--- config.mk ---
export PLATFORM = sky130hd
export DESIGN_NAME = bp_cce_hybrid_pending_write_arbiter
export DESIGN_NICKNAME = d
export VERILOG_FILES = /design/src/rtl/bp_cce_hybrid_pending_write_arbiter_pkg.sv /design/src/rtl/bp_cce_hybrid_pending_write_arbiter_counter.sv /design/src/rtl/bp_cce_hybrid_pending_write_arbiter.sv
export SDC_FILE = /design/constraint.sdc
export NUM_CORES = 1
export LEC_CHECK = 0
export BUFFER_PORTS_ARGS = -buffer_cell sky130_fd_sc_hd__buf_2
export CAP_MARGIN = 20
export CORE_MARGIN = 10
export CORE_UTILIZATION = 40
export CTS_CLUSTER_SIZE = 12
export DETAILED_ROUTE_END_ITERATION = 7
export GPL_ROUTABILITY_DRIVEN = 0
export GPL_TIMING_DRIVEN = 1
export PLACE_DENSITY = 0.95
export SLEW_MARGIN = 20
export SYNTH_ARGS = -nofsm -noshare
export SYNTH_HDL_FRONTEND = slang
export SYNTH_HIERARCHICAL = 1
export SYNTH_SLANG_ARGS = --single-unit
--- constraint.sdc ---
create_clock -name clk_i -period 5.1 [get_ports clk_i]
set_clock_uncertainty 0.15 [all_clocks]
set_input_delay 1.02 -clock clk_i [delete_from_list [all_inputs] [get_ports clk_i]]
set_output_delay 1.02 -clock clk_i [all_outputs]
set_load 0.02 [all_outputs]
--- src/rtl/bp_cce_hybrid_pending_write_arbiter_pkg.sv ---
// Shared types and helpers for the pending-bit write arbiter.
package bp_me_pkg;

  // Arbiter phase: initial clear sweep, then live arbitration.
  typedef enum logic {
    e_pb_arb_init,
    e_pb_arb_ready
  } bp_cce_pb_arb_state_e;

  // Counter width that never collapses to zero bits.
  function automatic int safe_clog2(input int n);
    return (n <= 1) ? 1 : $clog2(n);
  endfunction

endpackage

--- src/rtl/bp_cce_hybrid_pending_write_arbiter_counter.sv ---
// Up counter with synchronous clear; clear together with up loads one.
module bp_cce_hybrid_pending_write_arbiter_counter
  #(parameter int width_p = 3)
  (
    input  logic               clk_i,
    input  logic               reset_i,
    input  logic               clear_i,
    input  logic               up_i,
    output logic [width_p-1:0] count_o
  );

  logic [width_p-1:0] count_d, count_q;

  // Next count: clear has priority, optionally seeding the count with one.
  always_comb begin
    count_d = count_q;
    if (clear_i)
      count_d = width_p'(up_i);
    else if (up_i)
      count_d = count_q + width_p'(1);
  end

  // Count register, zeroed by asynchronous reset.
  always_ff @(posedge clk_i or posedge reset_i) begin
    if (reset_i)
      count_q <= '0;
    else
      count_q <= count_d;
  end

  assign count_o = count_q;

endmodule

--- src/rtl/bp_cce_hybrid_pending_write_arbiter.sv ---
// Shares the pending-bit counter write port among clear, down and up
// requesters after sweeping every way-group counter to zero following reset.
module bp_cce_hybrid_pending_write_arbiter
  import bp_me_pkg::*;
  #(parameter int num_way_groups_p = 8,
    parameter int paddr_width_p    = 40,
    parameter int addr_offset_p    = 6,
    parameter int cce_way_groups_p = 64,
    parameter int starve_limit_p   = 4)
  (
    input  logic                     clk_i,
    input  logic                     reset_i,

    input  logic                     clr_v_i,
    input  logic [paddr_width_p-1:0] clr_addr_i,
    input  logic                     clr_bypass_i,
    input  logic                     clr_up_i,
    output logic                     clr_ready_o,

    input  logic                     dn_v_i,
    input  logic [paddr_width_p-1:0] dn_addr_i,
    input  logic                     dn_bypass_i,
    output logic                     dn_ready_o,

    input  logic                     up_v_i,
    input  logic [paddr_width_p-1:0] up_addr_i,
    input  logic                     up_bypass_i,
    output logic                     up_ready_o,

    output logic                     w_v_o,
    output logic [paddr_width_p-1:0] w_addr_o,
    output logic                     w_bypass_o,
    output logic                     w_up_o,
    output logic                     w_down_o,
    output logic                     w_clear_o,
    output logic                     init_done_o
  );

  localparam int lg_cce_way_groups_lp = safe_clog2(cce_way_groups_p);
  localparam int init_cnt_width_lp    = safe_clog2(num_way_groups_p);
  localparam int starve_width_lp      = safe_clog2(starve_limit_p + 1);

  localparam logic [init_cnt_width_lp-1:0] init_last_lp = init_cnt_width_lp'(num_way_groups_p - 1);
  localparam logic [starve_width_lp-1:0]   starve_max_lp = starve_width_lp'(starve_limit_p);

  bp_cce_pb_arb_state_e state_d, state_q;
  logic [starve_width_lp-1:0]   starve_cnt_d, starve_cnt_q;
  logic [init_cnt_width_lp-1:0] init_cnt;
  logic init_up, init_clear;

  logic                     clr_ready, dn_ready, up_ready;
  logic                     w_v, w_bypass, w_up, w_down, w_clear, init_done;
  logic [paddr_width_p-1:0] w_addr;

  logic init_last, same_wg, forced_up;

  // Sweep index; wraps to zero when the sweep finishes.
  bp_cce_hybrid_pending_write_arbiter_counter
    #(.width_p(init_cnt_width_lp))
    init_counter
     (.clk_i   (clk_i),
      .reset_i (reset_i),
      .clear_i (init_clear),
      .up_i    (init_up),
      .count_o (init_cnt));

  // Cancellation and starvation qualifiers derived from the live requests.
  always_comb begin
    init_last = (init_cnt == init_last_lp);
    same_wg   = up_v_i && dn_v_i && (up_bypass_i == dn_bypass_i)
                && (up_addr_i[addr_offset_p+:lg_cce_way_groups_lp]
                    == dn_addr_i[addr_offset_p+:lg_cce_way_groups_lp]);
    forced_up = up_v_i && (starve_cnt_q == starve_max_lp);
  end

  // Next state and grant: sweep writes in INIT, single-winner arbitration in READY.
  always_comb begin
    state_d    = state_q;
    init_up    = 1'b0;
    init_clear = 1'b0;
    clr_ready  = 1'b0;
    dn_ready   = 1'b0;
    up_ready   = 1'b0;
    w_v        = 1'b0;
    w_addr     = '0;
    w_bypass   = 1'b0;
    w_up       = 1'b0;
    w_down     = 1'b0;
    w_clear    = 1'b0;
    init_done  = 1'b0;
    unique case (state_q)
      e_pb_arb_init: begin
        w_v      = 1'b1;
        w_clear  = 1'b1;
        w_bypass = 1'b1;
        w_addr   = paddr_width_p'(init_cnt);
        if (init_last) begin
          init_clear = 1'b1;
          state_d    = e_pb_arb_ready;
        end else begin
          init_up = 1'b1;
        end
      end
      e_pb_arb_ready: begin
        init_done = 1'b1;
        // A forced up that collides with a same-group down still cancels;
        // otherwise it pre-empts clear and down.
        if (forced_up && same_wg) begin
          up_ready = 1'b1;
          dn_ready = 1'b1;
        end else if (forced_up) begin
          up_ready = 1'b1;
          w_v      = 1'b1;
          w_addr   = up_addr_i;
          w_bypass = up_bypass_i;
          w_up     = 1'b1;
        end else if (clr_v_i) begin
          clr_ready = 1'b1;
          w_v       = 1'b1;
          w_addr    = clr_addr_i;
          w_bypass  = clr_bypass_i;
          w_clear   = 1'b1;
          w_up      = clr_up_i;
        end else if (same_wg) begin
          up_ready = 1'b1;
          dn_ready = 1'b1;
        end else if (dn_v_i) begin
          dn_ready = 1'b1;
          w_v      = 1'b1;
          w_addr   = dn_addr_i;
          w_bypass = dn_bypass_i;
          w_down   = 1'b1;
        end else if (up_v_i) begin
          up_ready = 1'b1;
          w_v      = 1'b1;
          w_addr   = up_addr_i;
          w_bypass = up_bypass_i;
          w_up     = 1'b1;
        end
      end
      default: state_d = e_pb_arb_init;
    endcase
  end

  // Starvation count: consecutive cycles up waits, saturating at the limit.
  always_comb begin
    starve_cnt_d = '0;
    if (up_v_i && !up_ready)
      starve_cnt_d = (starve_cnt_q == starve_max_lp) ? starve_max_lp
                                                     : starve_cnt_q + starve_width_lp'(1);
  end

  // State and starvation registers with asynchronous reset.
  always_ff @(posedge clk_i or posedge reset_i) begin
    if (reset_i) begin
      state_q      <= e_pb_arb_init;
      starve_cnt_q <= '0;
    end else begin
      state_q      <= state_d;
      starve_cnt_q <= starve_cnt_d;
    end
  end

  // All outputs are held low while reset is asserted.
  always_comb begin
    clr_ready_o = !reset_i && clr_ready;
    dn_ready_o  = !reset_i && dn_ready;
    up_ready_o  = !reset_i && up_ready;
    w_v_o       = !reset_i && w_v;
    w_addr_o    = reset_i ? '0 : w_addr;
    w_bypass_o  = !reset_i && w_bypass;
    w_up_o      = !reset_i && w_up;
    w_down_o    = !reset_i && w_down;
    w_clear_o   = !reset_i && w_clear;
    init_done_o = !reset_i && init_done;
  end

  a_clr_ready_v: assert property (@(posedge clk_i) disable iff (reset_i) clr_ready_o |-> clr_v_i);
  a_dn_ready_v:  assert property (@(posedge clk_i) disable iff (reset_i) dn_ready_o |-> dn_v_i);
  a_up_ready_v:  assert property (@(posedge clk_i) disable iff (reset_i) up_ready_o |-> up_v_i);
  a_up_dn_excl:  assert property (@(posedge clk_i) disable iff (reset_i) !(w_up_o && w_down_o));
  a_w_v_state:   assert property (@(posedge clk_i) disable iff (reset_i)
                                  w_v_o |-> (state_q == e_pb_arb_init || state_q == e_pb_arb_ready));
  a_init_range:  assert property (@(posedge clk_i) disable iff (reset_i)
                                  int'(init_cnt) < num_way_groups_p);

endmodule

==> flow_summary.toml <==
[power]
p_leak_uw = 0.00151
ir_drop_uv = 74.9
p_total_uw = 367
power_density_mw_per_mm2 = 136

[clock_network]
cts_tree = "built"
root_buffer = "clkbuf_8"
clk_pin_slew_ps = 40
clk_latency_ps = 230
cts_buffers = 3
clkSinkCount = 7
h-tree-depth = 1
cts_hold_buf = 0
cts_resized = 0
clock_path_buffers = 2
cts_setup_buffers = 0

[synthesis]
yosysSeqAreaShare = 0.0987
synthCells = 269
syn_area_mm2 = 0.00177
ys_warn_count = 6
ys_seq_elements = 7
yosysUniqueCellTypes = 36
syn_avg_cell_area_um2 = 6.60
synth_nets = 401

[layout]
finalNetCount = 564
areaGrowthSynthToFinish_pct = 51.9
utilization = 0.623
multi_input_area_mm2 = 0.00130
drive_gt1_frac = 0.448
regArea_um2 = 175
antennaDiodeCount = 0
nFillCells = 400

[timing]
maxSlewViolCount = 0
hold_violations = 0
fmax_mhz = 238
tns_ps = 0
layout_setup_ws_ps = 892
period_share = 0.825
hold_ws_ps = 401
setup_viol = 0
final.min_clock_period_ps = 4210
relSlewSlack = 0.577
rsz0062_at_grt = "false"
tightest_slew_ps = 631

[detailed_routing]
wl_mm = 8.71
vias_per_cell = 5.67
drt_first_pass_iters = 4
vias = 2737
drt-wirelength-per-cell_um = 18.0
drtIter0Drc = 151
drc_errors = 0
ant_nets = 0

[worst_setup_path]
r2r_cells = 6
cp_top_family = "compound AO/OA/AOI/OAI gates"
path_buf_inv = 3
critical_path_class = "input port to output pin"
crit_start = "dn_addr_i[11]"
cp-endpoint = "w_addr_o[4]"
r2r_setup_slack_ps = 3050
slowest_stage = "o21ai_4"
arrival_ps = 3040
cp-end-kind = "output pin"
crit_fanout = 26
start_kind = "input port"
r2r_end = "starve_cnt_q[1]"
max_stage_delay_ps = 540
cp.depth = 7
required_ps = 3930
r2r-start = "starve_cnt_q[0]"
cpMostUsedCell = "buf_2"
worstPathCellList = "buf_2 -> xnor2_1 -> nand4_1 -> o21ai_4 -> buf_4 -> o221ai_1 -> buf_2"

[floorplan]
die_x_um = 86.6
ioPinCount = 178
die_y_um = 86.6
core_area_mm2 = 0.00432
rows = 24
initial_core_util = 0.410
dieArea_mm2 = 0.00750

[global_routing]
track_usage = 0.213
grt_max_degree = 49
overflow = 0
antenna_found_initial = 0
grt_pass1_wl_mm = 13.4
grt_pass1_vias = 2783

[min_path]
hold_class = "flip-flop to flip-flop"
hold_start = "starve_cnt_q[0]"

[placed_design]
portBuffers = 177
dpl.hpwl_mm = 7.19
place_ws_ps = 900

[run_status]
status = "completed"

[run]
max_cap_violations = 0
==> through the flow <==
step	cell area, um^2	instances
after CTS	2700	483
after detailed placement	2650	479
final	2700	483
after global routing	2700	483
after floorplan	1770	269
after global placement	2650	479
==> cells by family after synthesis <==
logic type | Yosys count | synth area share
xor+xnor | 8 | 0.0395
mux | 1 | 0.00564
flops | 7 | 0.0987
fa+ha+maj | 3 | 0.0212
compound gates | 99 | 0.458
buf+inv | 69 | 0.169
simple gates | 82 | 0.207
==> state kept, by name, indices dropped and copies added, names as in the netlist <==
signal                cells
state_q                   1
init_counter/count_o      3
starve_cnt_q              3
==> power breakdown <==
part | total, uW | internal (uW) | switching, uW
Clock | 80.5 | 54.3 | 26.2
Combinational | 227 | 96.1 | 131
Sequential | 59.5 | 57.9 | 1.60
==> worst register-to-register path: stages (launching register included) <==
cell and delay [ps]:
dfrtp_1 380, inv_1 80, ha_1 230, nand3_1 240
and2_0 350, nor2b_1 360, o22ai_1 130
==> worst min-delay path by stage <==
stage / end / cells after the start
after global routing: starve_cnt_q[0] / 3
after global placement: starve_cnt_q[0] / 3
after detailed placement: starve_cnt_q[0] / 3
after CTS: starve_cnt_q[0] / 3
final: starve_cnt_q[0] / 3
after floorplan: starve_cnt_q[0] / 3
==> layer usage <==
| metal | global-route usage | vias to the layer above | share of wire |
|---|---|---|---|
| met5 | 0 | - | 0 |
| met4 | 0.0648 | 0 | 0.023 |
| met3 | 0.0694 | 17 | 0.088 |
| met2 | 0.388 | 137 | 0.52 |
| met1 | 0.225 | 1258 | 0.37 |
| li1 | - | 1325 | - |
==> final cells by class <==
cell class / count / area share
tap: 52 / 0.0241
inverter: 44 / 0.0613
timing repair buffer: 183 / 0.350
multi-input combinational: 193 / 0.483
sequential: 7 / 0.0650
clock buffer: 4 / 0.0167
==> placed cells by master (no fill, tap or decap), drive strengths merged <==
master   instances
dfrtp            7
a21oi            6
and3             3
inv             44
or4              1
or3              1
xnor2            5
o211ai           4
nand2           47
or2              1
nand4            1
a31oi            2
a311oi           4
nand3           12
clkbuf           4
nand3b           2
o21ai            2
xor2             3
o2bb2ai          5
o221ai          37
ha               3
a22oi           36
o22ai            2
mux2i            1
a21bo            1
nor2b            2
nor2             8
nand2b           3
buf            183
and2             1
==> synthesized netlist by cell type <==
cell type | n | area [um^2]
a21bo_1 | 1 | 10.0
a21oi_1 | 6 | 30.0
a22oi_1 | 36 | 270
a311oi_1 | 4 | 35.0
a31oi_1 | 2 | 12.5
and2_0 | 1 | 6.26
and3_1 | 3 | 18.8
buf_1 | 3 | 11.3
buf_2 | 3 | 15.0
buf_4 | 2 | 15.0
buf_6 | 4 | 45.0
clkbuf_1 | 13 | 48.8
dfrtp_1 | 7 | 175
ha_1 | 3 | 37.5
inv_1 | 44 | 165
mux2i_1 | 1 | 10.0
nand2_1 | 47 | 176
nand2b_1 | 3 | 18.8
nand3_1 | 12 | 60.1
nand3b_1 | 2 | 15.0
nand4_1 | 1 | 6.26
nor2_1 | 8 | 30.0
nor2b_1 | 2 | 12.5
o211ai_1 | 3 | 22.5
o211ai_2 | 1 | 12.5
o21ai_0 | 1 | 5.00
o21ai_4 | 1 | 16.3
o221ai_1 | 34 | 298
o221ai_2 | 3 | 45.0
o22ai_1 | 2 | 12.5
o2bb2ai_1 | 5 | 43.8
or2_1 | 1 | 6.26
or3_1 | 1 | 6.26
or4_4 | 1 | 11.3
xnor2_1 | 5 | 43.8
xor2_1 | 3 | 26.3
(Power assumes the default switching activity.)
